<file path="src/rtl/cpu_ctrl_pkg.sv">
// Shared constants and types for the instruction sequencer: opcodes, phase-enable
// codes, FSM state encoding and the decoded-instruction flag bundle.
package cpu_ctrl_pkg;

   localparam logic [6:0] OPC_LUI    = 7'b0110111;
   localparam logic [6:0] OPC_BRANCH = 7'b1100011;
   localparam logic [6:0] OPC_LOAD   = 7'b0000011;
   localparam logic [6:0] OPC_OP     = 7'b0110011;

   localparam logic [3:0] EN_FETCH  = 4'b1000;
   localparam logic [3:0] EN_DECODE = 4'b0001;
   localparam logic [3:0] EN_EXEC   = 4'b0010;
   localparam logic [3:0] EN_MEM    = 4'b0100;
   localparam logic [3:0] EN_IDLE   = 4'b0000;

   localparam int unsigned PC_INC = 4;

   typedef enum logic [2:0] {
      ST_RESET  = 3'd0,
      ST_FETCH  = 3'd1,
      ST_DECODE = 3'd2,
      ST_EXEC   = 3'd3,
      ST_MEM    = 3'd4,
      ST_WB     = 3'd5
   } seq_state_t;

   typedef struct packed {
      logic legal;
      logic is_load;
      logic is_branch;
      logic writes_rd;
   } dec_flags_t;

   function automatic logic [3:0] phase_en(input seq_state_t s);
      logic [3:0] code;
      case (s)
         ST_FETCH:  code = EN_FETCH;
         ST_DECODE: code = EN_DECODE;
         ST_EXEC:   code = EN_EXEC;
         ST_MEM:    code = EN_MEM;
         default:   code = EN_IDLE;
      endcase
      return code;
   endfunction

endpackage

</file>
<file path="src/rtl/opcode_decoder.sv">
// Combinational opcode classifier: flags whether an opcode is supported, is a
// load, is a branch, and whether it writes the destination register.
module opcode_decoder
   import cpu_ctrl_pkg::*;
(
   input  logic [6:0] opcode,
   output logic       legal,
   output logic       is_load,
   output logic       is_branch,
   output logic       writes_rd
);

   always_comb begin
      legal     = 1'b0;
      is_load   = 1'b0;
      is_branch = 1'b0;
      writes_rd = 1'b0;
      case (opcode)
         OPC_LUI: begin
            legal     = 1'b1;
            writes_rd = 1'b1;
         end
         OPC_BRANCH: begin
            legal     = 1'b1;
            is_branch = 1'b1;
         end
         OPC_LOAD: begin
            legal     = 1'b1;
            is_load   = 1'b1;
            writes_rd = 1'b1;
         end
         OPC_OP: begin
            legal     = 1'b1;
            writes_rd = 1'b1;
         end
         default: ;
      endcase
   end

endmodule

</file>
<file path="src/rtl/instr_sequencer.sv">
// Multi-cycle fetch/decode/execute control FSM for the basic datapath.
// Owns the program counter and the retired-instruction counter.
module instr_sequencer
   import cpu_ctrl_pkg::*;
#(
   parameter int unsigned     PC_W     = 32,
   parameter logic [PC_W-1:0] RESET_PC = '0
) (
   input  logic            clk,
   input  logic            rst,
   output logic            instr_req,
   input  logic            instr_valid,
   input  logic [31:0]     instr,
   output logic [6:0]      opcode,
   output logic [3:0]      en,
   output logic            mem_req,
   input  logic            mem_ack,
   input  logic            branch_taken,
   input  logic [PC_W-1:0] pc_offset,
   output logic [PC_W-1:0] pc,
   output logic            wb_en,
   output logic            illegal,
   output logic [31:0]     retired
);

   // Handshakes: instr_req (mem_req) stays high for the whole FETCH (MEM) phase and
   // the phase ends at the first rising edge where instr_valid (mem_ack) is high.
   // A response outside its phase is ignored; reset drops any outstanding request.

   localparam logic [PC_W-1:0] PC_STEP = PC_W'(PC_INC);

   seq_state_t      state;
   seq_state_t      state_n;
   dec_flags_t      flags;
   dec_flags_t      flags_n;
   dec_flags_t      dec_in;
   logic [PC_W-1:0] pc_n;
   logic            dec_legal;
   logic            dec_load;
   logic            dec_branch;
   logic            dec_wr;
   logic            unused_instr_hi;

   assign unused_instr_hi = ^instr[31:7];

   // Decode the word as it arrives so the DECODE-cycle outputs can be registered.
   opcode_decoder u_dec (
      .opcode    (instr[6:0]),
      .legal     (dec_legal),
      .is_load   (dec_load),
      .is_branch (dec_branch),
      .writes_rd (dec_wr)
   );

   assign dec_in = '{legal: dec_legal, is_load: dec_load,
                     is_branch: dec_branch, writes_rd: dec_wr};

   always_comb begin
      flags_n = flags;
      if (state == ST_FETCH && instr_valid) begin
         flags_n = dec_in;
      end

      state_n = state;
      case (state)
         ST_RESET:  state_n = ST_FETCH;
         ST_FETCH:  if (instr_valid) state_n = ST_DECODE;
         ST_DECODE: state_n = flags.legal ? ST_EXEC : ST_FETCH;
         ST_EXEC:   state_n = flags.is_load ? ST_MEM : ST_WB;
         ST_MEM:    if (mem_ack) state_n = ST_WB;
         ST_WB:     state_n = ST_FETCH;
         default:   state_n = ST_RESET;
      endcase

      // pc_offset is sampled only in WB; the immediate unit registers it in EXEC.
      pc_n = pc;
      if (state == ST_WB) begin
         pc_n = (flags.is_branch && branch_taken) ? pc + pc_offset : pc + PC_STEP;
      end else if (state == ST_DECODE && !flags.legal) begin
         pc_n = pc + PC_STEP;
      end
   end

   always_ff @(posedge clk or posedge rst) begin
      if (rst) begin
         state     <= ST_RESET;
         flags     <= '0;
         pc        <= RESET_PC;
         retired   <= 32'd0;
         opcode    <= 7'd0;
         en        <= EN_IDLE;
         instr_req <= 1'b0;
         mem_req   <= 1'b0;
         wb_en     <= 1'b0;
         illegal   <= 1'b0;
      end else begin
         state <= state_n;
         flags <= flags_n;
         pc    <= pc_n;

         if (state == ST_FETCH && instr_valid) begin
            opcode <= instr[6:0];
         end
         if (state == ST_WB) begin
            retired <= retired + 32'd1;
         end

         // Moore outputs registered from the next state so they align with it.
         en        <= phase_en(state_n);
         instr_req <= (state_n == ST_FETCH);
         mem_req   <= (state_n == ST_MEM);
         wb_en     <= (state_n == ST_WB) && flags_n.writes_rd;
         illegal   <= (state_n == ST_DECODE) && !flags_n.legal;
      end
   end

endmodule

</file>
<file path="config.mk">
export PLATFORM = sky130hd
export DESIGN_NAME = instr_sequencer
export DESIGN_NICKNAME = d
export VERILOG_FILES = /design/src/rtl/cpu_ctrl_pkg.sv /design/src/rtl/opcode_decoder.sv /design/src/rtl/instr_sequencer.sv
export SDC_FILE = /design/constraint.sdc
export NUM_CORES = 1
export LEC_CHECK = 0
export BUFFER_PORTS_ARGS = -buffer_cell sky130_fd_sc_hd__buf_4
export CORE_ASPECT_RATIO = 0.5
export CORE_UTILIZATION = 35
export CTS_CLUSTER_SIZE = 24
export DETAILED_ROUTE_END_ITERATION = 10
export GPL_TIMING_DRIVEN = 0
export SLEW_MARGIN = 0
export SYNTH_ARGS = -nofsm -noshare
export SYNTH_HDL_FRONTEND = slang
export SYNTH_SLANG_ARGS = --single-unit
export TNS_END_PERCENT = 50
</file>
<file path="constraint.sdc">
create_clock -name clk -period 3 [get_ports clk]
set_clock_uncertainty 0.05 [all_clocks]
set_input_delay 0.3 -clock clk [delete_from_list [all_inputs] [get_ports clk]]
set_output_delay 0.3 -clock clk [all_outputs]
set_load 0.02 [all_outputs]
</file>
# --- Word-level counts from Yosys, hierarchy flattened ---
# Cells that the tools add are included.
op_classes:
  eq_ne: 14
  add_sub_neg: 3
  n_reduce_logical: 12
  n_mux: 14
op_table:
  columns: ["cell", "n"]
  rows:
  - ["$mux 32", 3]
  - ["$add 32x1->32 const B", 1]
  - ["$add 32x3->32 const B", 1]
  - ["$add 32x32->32", 1]
  - ["$pmux 4 s4", 1]
  - ["$pmux 3 s5", 1]
  - ["$eq 7x6->1 const B", 2]
  - ["$eq 3x2->1 const B", 4]
  - ["$eq 3x3->1 const B", 4]
  - ["$eq 7x2->1 const B", 1]
  - ["$eq 7x7->1 const B", 1]
  - ["$eq 3x1->1 const B", 2]
  - ["$mux 3", 2]
  - ["$logic_and 1x1->1", 5]
  - ["$mux 1", 5]
  - ["$mux 4", 1]
  - ["$reduce_or 4->1", 1]
  - ["$logic_not 3->1", 1]
  - ["$reduce_or 3->1", 1]
  - ["$logic_not 1->1", 2]
  - ["$mux 2", 1]
  - ["$reduce_bool 2->1", 1]
  - ["$reduce_or 2->1", 1]
word_totals:
  in_bits: 69
  output_inout_bits: 79
  register_bits: 86
  wordCells: 56

# --- Logic depth before layout (Yosys ltp) ---
# Gate-level depths: netlist (run 1).
depth:
  word_depth: 6
  mapped_depth: 12
  depth_no_buf: 12

# --- Modules after synthesis ---
# From an unflattened synthesis (run 1), not the netlist that was laid out.
unflattened:
  hier_cells: 650
  hier_area_um2: 5676.7
modules_own_cells:
  columns: ["mod", "cells_per_inst", "area_each_um2", "seq_area_each_um2", "instances"]
  rows:
  - ["instr_sequencer", 640, 5611.6, 2152.1, 1]
  - ["opcode_decoder", 10, 65.1, 0.0, 1]

# --- Worst setup path before layout (run 1) ---
# OpenSTA, ideal clock, no wires.
synth_timing:
  path_kind: "reg-to-reg"
  start: "reg pc[0]"
  end: "reg pc[24]"
  path_slack_ps: 123
  required_time_ps: 2824
  synth_period_minus_slack_ps: 2877
  n_path_buf: 0
  arrival_time_ps: 2701
  stages_incl_launch_ff: 13
  setup_ps: 126
  cell_sequence: "dfrtp_1 -> ha_1 -> inv_1 -> fa_1 -> nand2b_1 -> a21o_1 -> a211oi_2 -> o211a_1 -> nor2_4 -> a31oi_2 -> a21oi_1 -> xnor2_1 -> a221o_1"
synth_via:
  elab_chain_cells: 3
  elab_cells_between_ends: 5
  cone_classes: "add/sub: 2; mux: 3"
synth_lines:
  columns: ["element", "line", "rtl"]
  rows:
  - ["start, declared", "instr_sequencer.sv:20", "output logic [PC_W-1:0] pc,"]
  - ["start signal, assigned", "instr_sequencer.sv:99", "pc <= pc_n;"]
  - ["$add 32x3->32 / $add 32x32->32 (equally long branches)", "instr_sequencer.sv:78, instr_sequencer.sv:80", null]
  - ["$mux 32, on equally long branches", "instr_sequencer.sv:79, instr_sequencer.sv:78", null]
  - ["$mux 32 (*)", "instr_sequencer.sv:77", "if (state == ST_WB) begin"]
# Mark *: on every way between the ends. The rest lies on a longest branch, timed or not. The select of a mux whose other input is x is not followed.
# A chain may end at the register's enable or synchronous reset.

# --- Worst setup path in the final report (run 1) ---
layout_timing:
  start: "reg pc[0]"
  end: "reg pc[28]"
# Same word-level chain as after synthesis.

==> impl_metrics.csv, run 1 <==
group,metric,value,unit
timing,setup_viol,0,
power,seq_power_share,32.7,%
worst_setup_path,crit_end,"pc[28]",
place,numPortBuffers,122,
timing,min_period,2.91,ns
worst_setup_path,r2r_slack,0.09,ns
yosys,async_reset_ff_share,100,%
yosys,ys_warn_count,0,
power,peakVddDrop,273,uV
drt,ant_nets,0,
timing,hold_violations,0,
grt,grt_pass1_vias,4946,
clock_tree,clock_latency,0.34,ns
yosys,yosysTopAreaCellShare,37.8,%
timing,fmax,344,MHz
grt,grt_first_pass_wirelength,25.3,mm
timing,maxSlewViolCount,0,
place,place_area,0.00676,sq mm
timing,fin_crit_sh,96.9,%
clock_tree,cts_root_buf,"clkbuf_16",
clock_tree,cts_buffers,9,
yosys,synthFlopType,"dfrtp_1",
floorplan,start_util,36.0,%
floorplan,core,0.0155,sq mm
floorplan,die-area,0.0164,sq mm
timing,rsz0062_at_grt,"yes",
drt,wl_per_cell,15.7,um
power,combPwrFrac,40.4,%
worst_setup_path,r2r-start,"pc[0]",
drt,drt_iter0_markers,295,
worst_hold_path,hold_path_class,"in2reg",
worst_setup_path,critPathCaptureType,"flip-flop",
yosys,synth_edf_count,0,
worst_setup_path,cp-startpoint,"pc[0]",
yosys,syn_area_per_cell,8.84,sq um
grt,grt_max_degree,50,
grt,grt_overflow,0,
yosys,synthCells,629,
timing,timing.hold.ws,0.109,ns
worst_setup_path,required,3.18,ns
power,p_clk_share,26.9,%
place,place_inst,956,
clock_tree,htree_num_levels,3,
cells_and_area,area_growth,31.2,%
yosys,synth_top_cell_by_area,"dfrtp_1",
timing,tightestPinTransition,0.640,ns
grt,antenna_found_initial,0,
yosys,yosysSeqAreaShare,37.8,%
yosys,netlist_area,0.00556,sq mm
worst_setup_path,path_class,"reg2reg",
floorplan,die_width,180,um
cells_and_area,final_area,0.00729,sq mm
clock_tree,clockBufferDepth,2,
drt,drc,0,
timing,finalWorstSetupSlack,0.0931,ns
worst_setup_path,critPathMaxFanout,3,
worst_setup_path,setup.worst_path.start_class,"flip-flop",
cells_and_area,stdcell_count,982,
drt,avgViaCountPerCell,5.34,
worst_hold_path,holdCritStartpoint,"instr[0]",
yosys,ys_types,66,
cells_and_area,diodes,0,
yosys,syn_nets,732,
power,p_leak,3.42,nW
grt,grt_util_all_layers,19.0,%
drt,routed_wirelength,15.4,mm
worst_setup_path,r2r_cells,12,
drt,drt_pass1_iterations,5,
job,drv_cap,0,
cells_and_area,nets,876,
drt,vias,5244,
place,post-place-ws,-0.159,ns
power,p_sw_share,38.7,%
timing,maxSlewHeadroom,57.3,%
clock_tree,clkSinkCount,84,
worst_setup_path,r2r_end,"pc[28]",
cells_and_area,drive_above_1_share,24.4,%
clock_tree,cts_tree,"yes",
place,dp_hpwl,11.5,mm
place,gp_congestion,0.795,
yosys,synth.area.top_cells,"dfrtp_1 38%, ha_1 7.4%, xnor2_1 6.6%, nand2_1 6.0%, a21oi_1 4.6%",
power,p_int,0.00284,W
floorplan,rows,32,
floorplan,pin_count,148,
floorplan,dieHeight,91.1,um
power,p_sw,0.00180,W
power,p_per_area,637,mW/mm^2
yosys,ys_ff_latch,84,
power,finalPower,0.00464,W
clock_tree,clkTransAtPathRegs,0.07,ns
worst_setup_path,cp_data_arrival_time,3.08,ns
status,status,"finished, final reports clean",
per-layer routing:
layer,GRT usage [%],vias to the layer above,share of wire (%)
met3,3.17,12,4.4
met1,26.7,2529,49
met2,30.6,139,46
met5,0,-,0
met4,3.85,0,0.88
li1,-,2564,-
worst min-delay path by stage:
stage	endpoint	depth (start not counted)	slack (ns)
after CTS	opcode[3]	3	0.11
after global placement	retired[31]	1	0.41
final	opcode[0]	3	0.11
after detailed placement	retired[19]	2	0.33
after floorplan	flags[2]	1	0.35
after global routing	opcode[0]	3	0.13
cell type report:
class,instances,area [sq um]
Fill cell,1541,8160
Multi-Input combinational cell,510,3440
Sequential cell,84,2100
Timing Repair Buffer,133,1020
Tap cell,204,255
Clock buffer,10,239
Clock inverter,6,93.8
Buffer,20,86.3
Inverter,15,58.8
through the flow:
stage          utilization [%]  setup TNS, ns
3_5_place_dp              43.7         -0.414
4_1_cts                   46.4        -0.0543
5_1_grt                   47.2        -0.0618
2_1_floorplan                -              0
6_report                  47.2              0
3_3_place_gp              43.5         -61.85
power by group through the flow:
| stage | combinational [W] | sequential, W | clock (W) |
|---|---|---|---|
| 2_1_floorplan | 0.000997 | 0.00167 | 0 |
| 3_3_place_gp | 0.00176 | 0.00153 | 0 |
| 3_5_place_dp | 0.00177 | 0.00153 | 0 |
| 4_1_cts | 0.00181 | 0.00151 | 0.00129 |
| 5_1_grt | 0.00207 | 0.00155 | 0.00133 |
| 6_report | 0.00187 | 0.00152 | 0.00125 |
worst max-delay path, stage by stage, from the launching register on:
cell and delay [ns]:
dfrtp_1 0.39, ha_4 0.17, inv_2 0.04, fa_2 0.35, nand2b_4 0.15, a21o_1 0.21
a211oi_2 0.25, o211a_1 0.31, nor2_4 0.07, a31oi_4 0.21, a221o_1 0.21, xor2_1 0.09
a221o_1 0.30
timing repair:
| action | 4_1_cts | 5_1_grt |
|---|---|---|
| hold endpoints to repair | 35 | 0 |
| pin swaps | 3 | 14 |
| hold buffers | 1 | 0 |
| endpoints found under the setup margin | 4 | 9 |
| resized for setup | 6 | 17 |
| setup buffers | 3 | 6 |
logic make-up (layout without fill, tap and decap cells):
| family | Yosys count | in the layout | share of synthesized area [%] |
|---|---|---|---|
| multiplexers | 1 | 1 | 0.203 |
| flip-flops | 84 | 84 | 37.8 |
| AND/OR/NAND/NOR | 241 | 241 | 21.5 |
| buffers and inverters | 35 | 184 | 2.57 |
| XOR/XNOR | 66 | 66 | 10.4 |
| AO/OA/AOI/OAI | 168 | 168 | 19.7 |
| adder cells (fa/ha/maj) | 34 | 34 | 7.79 |
synthesized netlist by cell type (6+ instances only):
| cell | n |
|---|---|
| a21oi_1 | 51 |
| and3_1 | 17 |
| dfrtp_1 | 84 |
| o21ai_0 | 38 |
| nand3_1 | 33 |
| nor3_1 | 8 |
| ha_1 | 33 |
| and2_1 | 6 |
| inv_1 | 14 |
| nand4_1 | 14 |
| xnor2_1 | 42 |
| xor2_1 | 24 |
| nor2_1 | 39 |
| nand2b_1 | 8 |
| nand2_1 | 89 |
| clkbuf_1 | 17 |
| a21o_1 | 15 |
registers in the layout (all words and copies together) (netlist names):
name	count
en	3
flags	4
illegal	1
mem_req	1
opcode	7
pc	32
retired	32
state	3
wb_en	1
layout by cell type (no fill, tap or decap), types with 15 or more instances in the layout:
master      n
ha_1       28
nor2_1     39
buf_4     134
xnor2_1    41
dfrtp_1    83
and3_1     17
nand3_1    32
o21ai_0    38
nand2_1    89
clkbuf_1   17
xor2_1     24
a21oi_1    48
a21o_1     15
No activity file was read; power rests on OpenSTA's default activity.
==> run 2, diff against run 1 <==
- ABC_AREA: not set -> 1
==> impl_metrics.csv, run 2 <==
group,metric,value,unit
status,status,"finished, final reports clean",
floorplan,rows,36,
cells_and_area,layout.area.seq,0.00210,sq mm
cells_and_area,final_cell_mix,"419 x nand2_1, 206 x inv_1, 124 x buf_4",
place,numPortBuffers,122,
timing,fin_crit_sh,81.5,%
grt,grt_overflow,0,
cells_and_area,diodes,0,
yosys,netlist_area,0.00725,sq mm
yosys,yosysSeqAreaShare,29.0,%
job,drv_cap,0,
timing,fmax,409,MHz
floorplan,start_util,36.5,%
yosys,ys_warn_count,0,
worst_setup_path,cp_common_cell,"nand2_1",
clock_tree,post_cts_buffers,0,
yosys,synthFlopType,"dfrtp_1",
clock_tree,clkSinkCount,84,
timing,final.setup.tns,0,ns
drt,wl_per_cell,14.9,um
place,dp_hpwl,19.0,mm
clock_tree,cts_tree,"yes",
worst_setup_path,max_stage_delay,0.37,ns
worst_setup_path,critical_path_buf_inv_count,2,
yosys,synth_common_cells,"419 x nand2_1, 207 x inv_1, 99 x nand3_1, 88 x nor2_1, 84 x dfrtp_1",
yosys,synth_top_cell_by_area,"dfrtp_1",
yosys,synthMostInstantiatedCell,"nand2_1",
clock_tree,clkTransAtPathRegs,0.07,ns
clock_tree,htree_num_levels,3,
cells_and_area,biggestRegsByFlops,"pc (32), retired (32), opcode (7)",
grt,grt_max_degree,70,
yosys,syn_nets,1271,
timing,setup_viol,0,
drt,drt_iter0_markers,743,
worst_setup_path,critPathCaptureType,"flip-flop",
floorplan,dieHeight,104,um
cells_and_area,final_area,0.00885,sq mm
yosys,ys_ff_latch,84,
drt,routed_wirelength,23.4,mm
timing,hold_violations,0,
grt,antenna_found_initial,0,
cells_and_area,nFillCells,2105,
floorplan,die-area,0.0213,sq mm
worst_setup_path,r2r_slack,0.56,ns
clock_tree,cts_root_buf,"clkbuf_16",
grt,grt_first_pass_wirelength,38.0,mm
clock_tree,clock_latency,0.36,ns
floorplan,pin_count,148,
drt,ant_nets,0,
yosys,async_reset_ff_share,100,%
timing,timing.hold.ws,0.118,ns
worst_setup_path,cp_top_family,"simple AND/OR/NAND/NOR gates",
worst_setup_path,crit_path_top_delay_cell,"dfrtp_1",
timing,rsz0062_at_grt,"no",
grt,grt_util_all_layers,22.9,%
worst_setup_path,critPathMaxFanout,4,
floorplan,core,0.0199,sq mm
drt,avgViaCountPerCell,4.88,
power,peakVddDrop,343,uV
worst_setup_path,cp_data_arrival_time,2.64,ns
cells_and_area,nets,1406,
cells_and_area,drive_above_1_share,13.5,%
yosys,ys_types,45,
worst_setup_path,setup.worst_path.start_class,"flip-flop",
yosys,syn_area_per_cell,6.21,sq um
drt,vias,7688,
cells_and_area,area_growth,22.0,%
place,place_area,0.00853,sq mm
place,gp_congestion,0.974,
timing,maxSlewViolCount,0,
timing,tightestPinTransition,0.589,ns
worst_setup_path,required,3.20,ns
cells_and_area,multiInputGateArea,0.00428,sq mm
yosys,synth_edf_count,0,
worst_hold_path,hold_path_class,"in2reg",
cells_and_area,final_common_cell,"nand2_1",
drt,drt_pass1_iterations,5,
yosys,synth.area.top_cells,"dfrtp_1 29%, nand2_1 22%, inv_1 11%, nand3_1 6.8%, ha_1 5.7%",
clock_tree,cts_buffers,9,
power,p_per_area,668,mW/mm^2
power,p_leak,5.01,nW
power,finalPower,0.00592,W
yosys,yosysTopAreaCellShare,29.0,%
floorplan,die_width,206,um
timing,min_period,2.44,ns
yosys,synthCells,1168,
worst_setup_path,path_class,"reg2reg",
grt,grt_pass1_vias,7319,
drt,drc,0,
worst_setup_path,path_cells,"ha_1 > inv_1 > fa_1 > inv_1 > nand3_1 > nand3_1 > nand3_1 > nand3_1 > nand2_1 > nand2_1 > nand2_1 > nand3_1 > nand2_1 > nand2_1 > nand2_1",
timing,maxSlewHeadroom,60.7,%
clock_tree,clockBufferDepth,2,
## run 2: cell count changes after synthesis, moves of 9 or more
| cell | change |
|---|---|
| a21o_1 | -15 |
| a21oi_1 | -19 |
| nor3_1 | +23 |
| nand3_1 | +66 |
| inv_1 | +193 |
| and3_1 | -14 |
| xnor2_1 | -33 |
| nor2_1 | +49 |
| clkbuf_1 | -9 |
| nand2_1 | +330 |
## run 2: cell type report
class | count | area share, %
multi-input combinational | 856 | 48.3
sequential | 84 | 23.7
timing repair buffer | 124 | 10.8
inverter | 212 | 9.02
tap | 266 | 3.76
clock buffer | 10 | 2.70
buffer | 16 | 0.919
clock inverter | 6 | 0.777
## run 2: cell families (layout without fill, tap and decap cells)
group | Yosys count | after routing | share of synthesized area, %
buf+inv | 228 | 368 | 12.1
flops | 84 | 84 | 29.0
xor+xnor | 40 | 40 | 4.83
fa+ha+maj | 34 | 34 | 5.97
simple gates | 693 | 693 | 41.1
compound gates | 89 | 89 | 7.07
## run 2: worst min-delay path, cell delays in order
cell	delay, ns
buf_4	0.08
nand2_1	0.04
nand2_1	0.06
## run 2: timing repair
item,4_1_cts,5_1_grt
hold buffers,1,0
resized for setup,0,0
endpoints found under the setup margin,0,0
hold endpoints to repair,15,0
## run 2: per-layer routing
metal / GRT usage [%] / routed length (um) / vias to the layer above
li1: - / - / 3919
met1: 32.7 / 11700 / 3546
met2: 34.2 / 10000 / 196
met3: 5.41 / 1390 / 27
met4: 5.61 / 371 / 0
met5: 0 / 0 / -
## run 2: path summary, 6_finish.rpt
path                       startpoint        end  cells past startpoint
setup reg to reg                pc[0]     pc[28]                     15
hold / removal               instr[3]  opcode[3]                      3
max in group asynchronous         rst   state[0]                      4
min in group asynchronous         rst      pc[6]                      3
setup / recovery                pc[0]     pc[28]                     15
hold reg to reg             opcode[6]  opcode[6]                      2
## run 2: report_power, final
part | switching [W] | internal [W]
Sequential | 0.000360 | 0.00137
Combinational | 0.00193 | 0.00109
Clock | 0.000495 | 0.000675
Total | 0.00278 | 0.00313
## run 2: per-stage QoR
| stage | std cells | utilization (%) | setup WS, ns |
|---|---|---|---|
| floorplan | 1168 | - | 0.485 |
| CTS | 1574 | 44.6 | 0.605 |
| detailed placement | 1557 | 43.0 | 0.617 |
| finish | 1574 | 44.6 | 0.556 |
| global placement | 1556 | 42.8 | -0.676 |
| global route | 1574 | 44.6 | 0.352 |
==> run 3, diff against run 2 <==
- ABC_AREA: 1 -> 0
- clock period: 3 -> 2.4 ns (I/O delays scaled with it)
==> impl_metrics.csv, run 3 (synthesis results as in run 1) <==
group,metric,value,unit
status,violations,"negative setup slack",
timing,rsz0062_at_grt,"yes",
grt,antenna_found_initial,0,
timing,hold_violations,0,
drt,ant_nets,0,
timing,final.setup.tns,-3.46,ns
place,post-place-ws,-0.641,ns
clock_tree,cts_buffers,9,
cells_and_area,final_common_cell,"buf_4",
cells_and_area,area_growth,40.0,%
cells_and_area,nFillCells,1487,
status,status,"complete, but fails checks",
floorplan,core,0.0155,sq mm
worst_setup_path,required,2.57,ns
worst_hold_path,hold_path_class,"in2reg",
cells_and_area,drive_above_1_share,32.8,%
timing,setup_viol,13,
cells_and_area,final_area,0.00778,sq mm
clock_tree,clkTransAtPathRegs,0.06,ns
clock_tree,clock_latency,0.34,ns
grt,grt_max_degree,36,
cells_and_area,stdcell_count,1002,
job,drv_cap,0,
timing,maxSlewViolCount,0,
cells_and_area,diodes,0,
timing,fmax,355,MHz
clock_tree,htree_num_levels,3,
timing,finalWorstSetupSlack,-0.413,ns
worst_setup_path,cp_data_arrival_time,2.99,ns
grt,grt_pass1_vias,4860,
worst_setup_path,r2r_cells,12,
drt,drt_pass1_iterations,5,
timing,min_period,2.81,ns
drt,wl_per_cell,15.4,um
floorplan,die-area,0.0164,sq mm
floorplan,pin_count,148,
place,gp_congestion,0.821,
grt,grt_overflow,0,
grt,grt_util_all_layers,18.8,%
place,place_inst,957,
floorplan,rows,32,
worst_setup_path,setup.worst_path.start_class,"flip-flop",
drt,drt_iter0_markers,279,
floorplan,start_util,36.0,%
place,dp_hpwl,11.2,mm
worst_setup_path,critPathMaxFanout,3,
cells_and_area,nets,897,
floorplan,dieHeight,91.1,um
worst_hold_path,hold_depth,3,
place,numPortBuffers,122,
clock_tree,clkSinkCount,84,
timing,fin_crit_sh,117,%
drt,drc,0,
drt,routed_wirelength,15.5,mm
power,peakVddDrop,357,uV
drt,avgViaCountPerCell,5.28,
worst_setup_path,path_class,"reg2reg",
timing,maxSlewHeadroom,59.9,%
cells_and_area,biggestRegsByFlops,"pc (32), retired (32), opcode (7)",
power,p_per_area,755,mW/mm^2
worst_setup_path,critPathCaptureType,"flip-flop",
place,place_area,0.00692,sq mm
timing,tightestPinTransition,0.601,ns
floorplan,die_width,180,um
grt,grt_first_pass_wirelength,24.9,mm
clock_tree,cts_tree,"yes",
clock_tree,cts_root_buf,"clkbuf_16",
clock_tree,clockBufferDepth,2,
cells_and_area,final_cell_mix,"149 x buf_4, 89 x nand2_1, 71 x dfrtp_1",
drt,vias,5294,
power,p_leak,3.57,nW
## run 3: cell count changes in the layout (fill, tap and decap cells not counted), moves of 12 or more
cell and delta:
ha_1 -14, nor3_1 -24, ha_4 +14, dfrtp_1 -13
inv_1 -194, and3_1 +12, dfrtp_2 +13, nand3_1 -68
buf_4 +25, a21o_1 +15, nor2_1 -52, nand2_1 -330
a21oi_1 +13, xnor2_1 +31
## run 3: timing repair
action | in CTS | in global routing
endpoints found under the setup margin | 37 | 38
resized for setup | 38 | 39
hold endpoints to repair | 19 | 0
buffers inserted | 9 | 21
pin swaps | 29 | 10
hold buffers | 1 | 0
## run 3: final cells by class
class                   count  area [sq um]  area share (%)
well taps                 204           255            3.28
plain buffers              19          95.1            1.22
multi-input cells         510          3770            48.4
repair buffers            155          1210            15.6
clock inverters             6          48.8           0.627
flip-flops and latches     84          2120            27.2
inverters                  15          60.1           0.772
clock buffers               9           225            2.90
## run 3: path summary, 6_finish.rpt
path,from,to,slack (ns)
max,pc[0],pc[28],-0.41
min,instr[0],opcode[0],0.05
max reg2reg,pc[0],pc[28],-0.41
min reg2reg,retired[31],retired[31],0.42
max in group asynchronous,rst,pc[4],1.27
min in group asynchronous,rst,retired[6],0.46
## run 3: stage by stage
step	utilization, %	hold WS (ns)	power, W
floorplan	-	0.289	0.00344
global placement	44.5	0.394	0.00422
detailed placement	44.8	0.270	0.00426
CTS	48.2	0.0442	0.00572
global route	50.3	0.0526	0.00622
finish	50.3	0.0535	0.00587
## run 3: per-layer routing
layer | global-route usage [%] | vias up | part of all wire [%]
li1 | - | 2601 | -
met4 | 4.34 | 0 | 1.1
met2 | 28.4 | 144 | 46
met5 | 0 | - | 0
met1 | 27.4 | 2532 | 48
met3 | 3.69 | 17 | 5.0
## run 3: worst max-delay path, stage by stage, from the launching register on
cell and delay [ns]:
dfrtp_2 0.39, ha_4 0.14, inv_2 0.04, fa_2 0.36, nand2b_4 0.15, a21o_1 0.22, a211oi_4 0.28, o211a_4 0.24
nor2_4 0.05, a31oi_4 0.22, a221o_1 0.19, xor2_1 0.08, a221o_1 0.30
## run 3: where the power goes
group	internal [W]	leakage [nW]	switching, W
Combinational	0.00117	2.38	0.00148
Sequential	0.00165	1.07	0.000272
Clock	0.000704	0.125	0.000602
Total	0.00352	3.57	0.00235
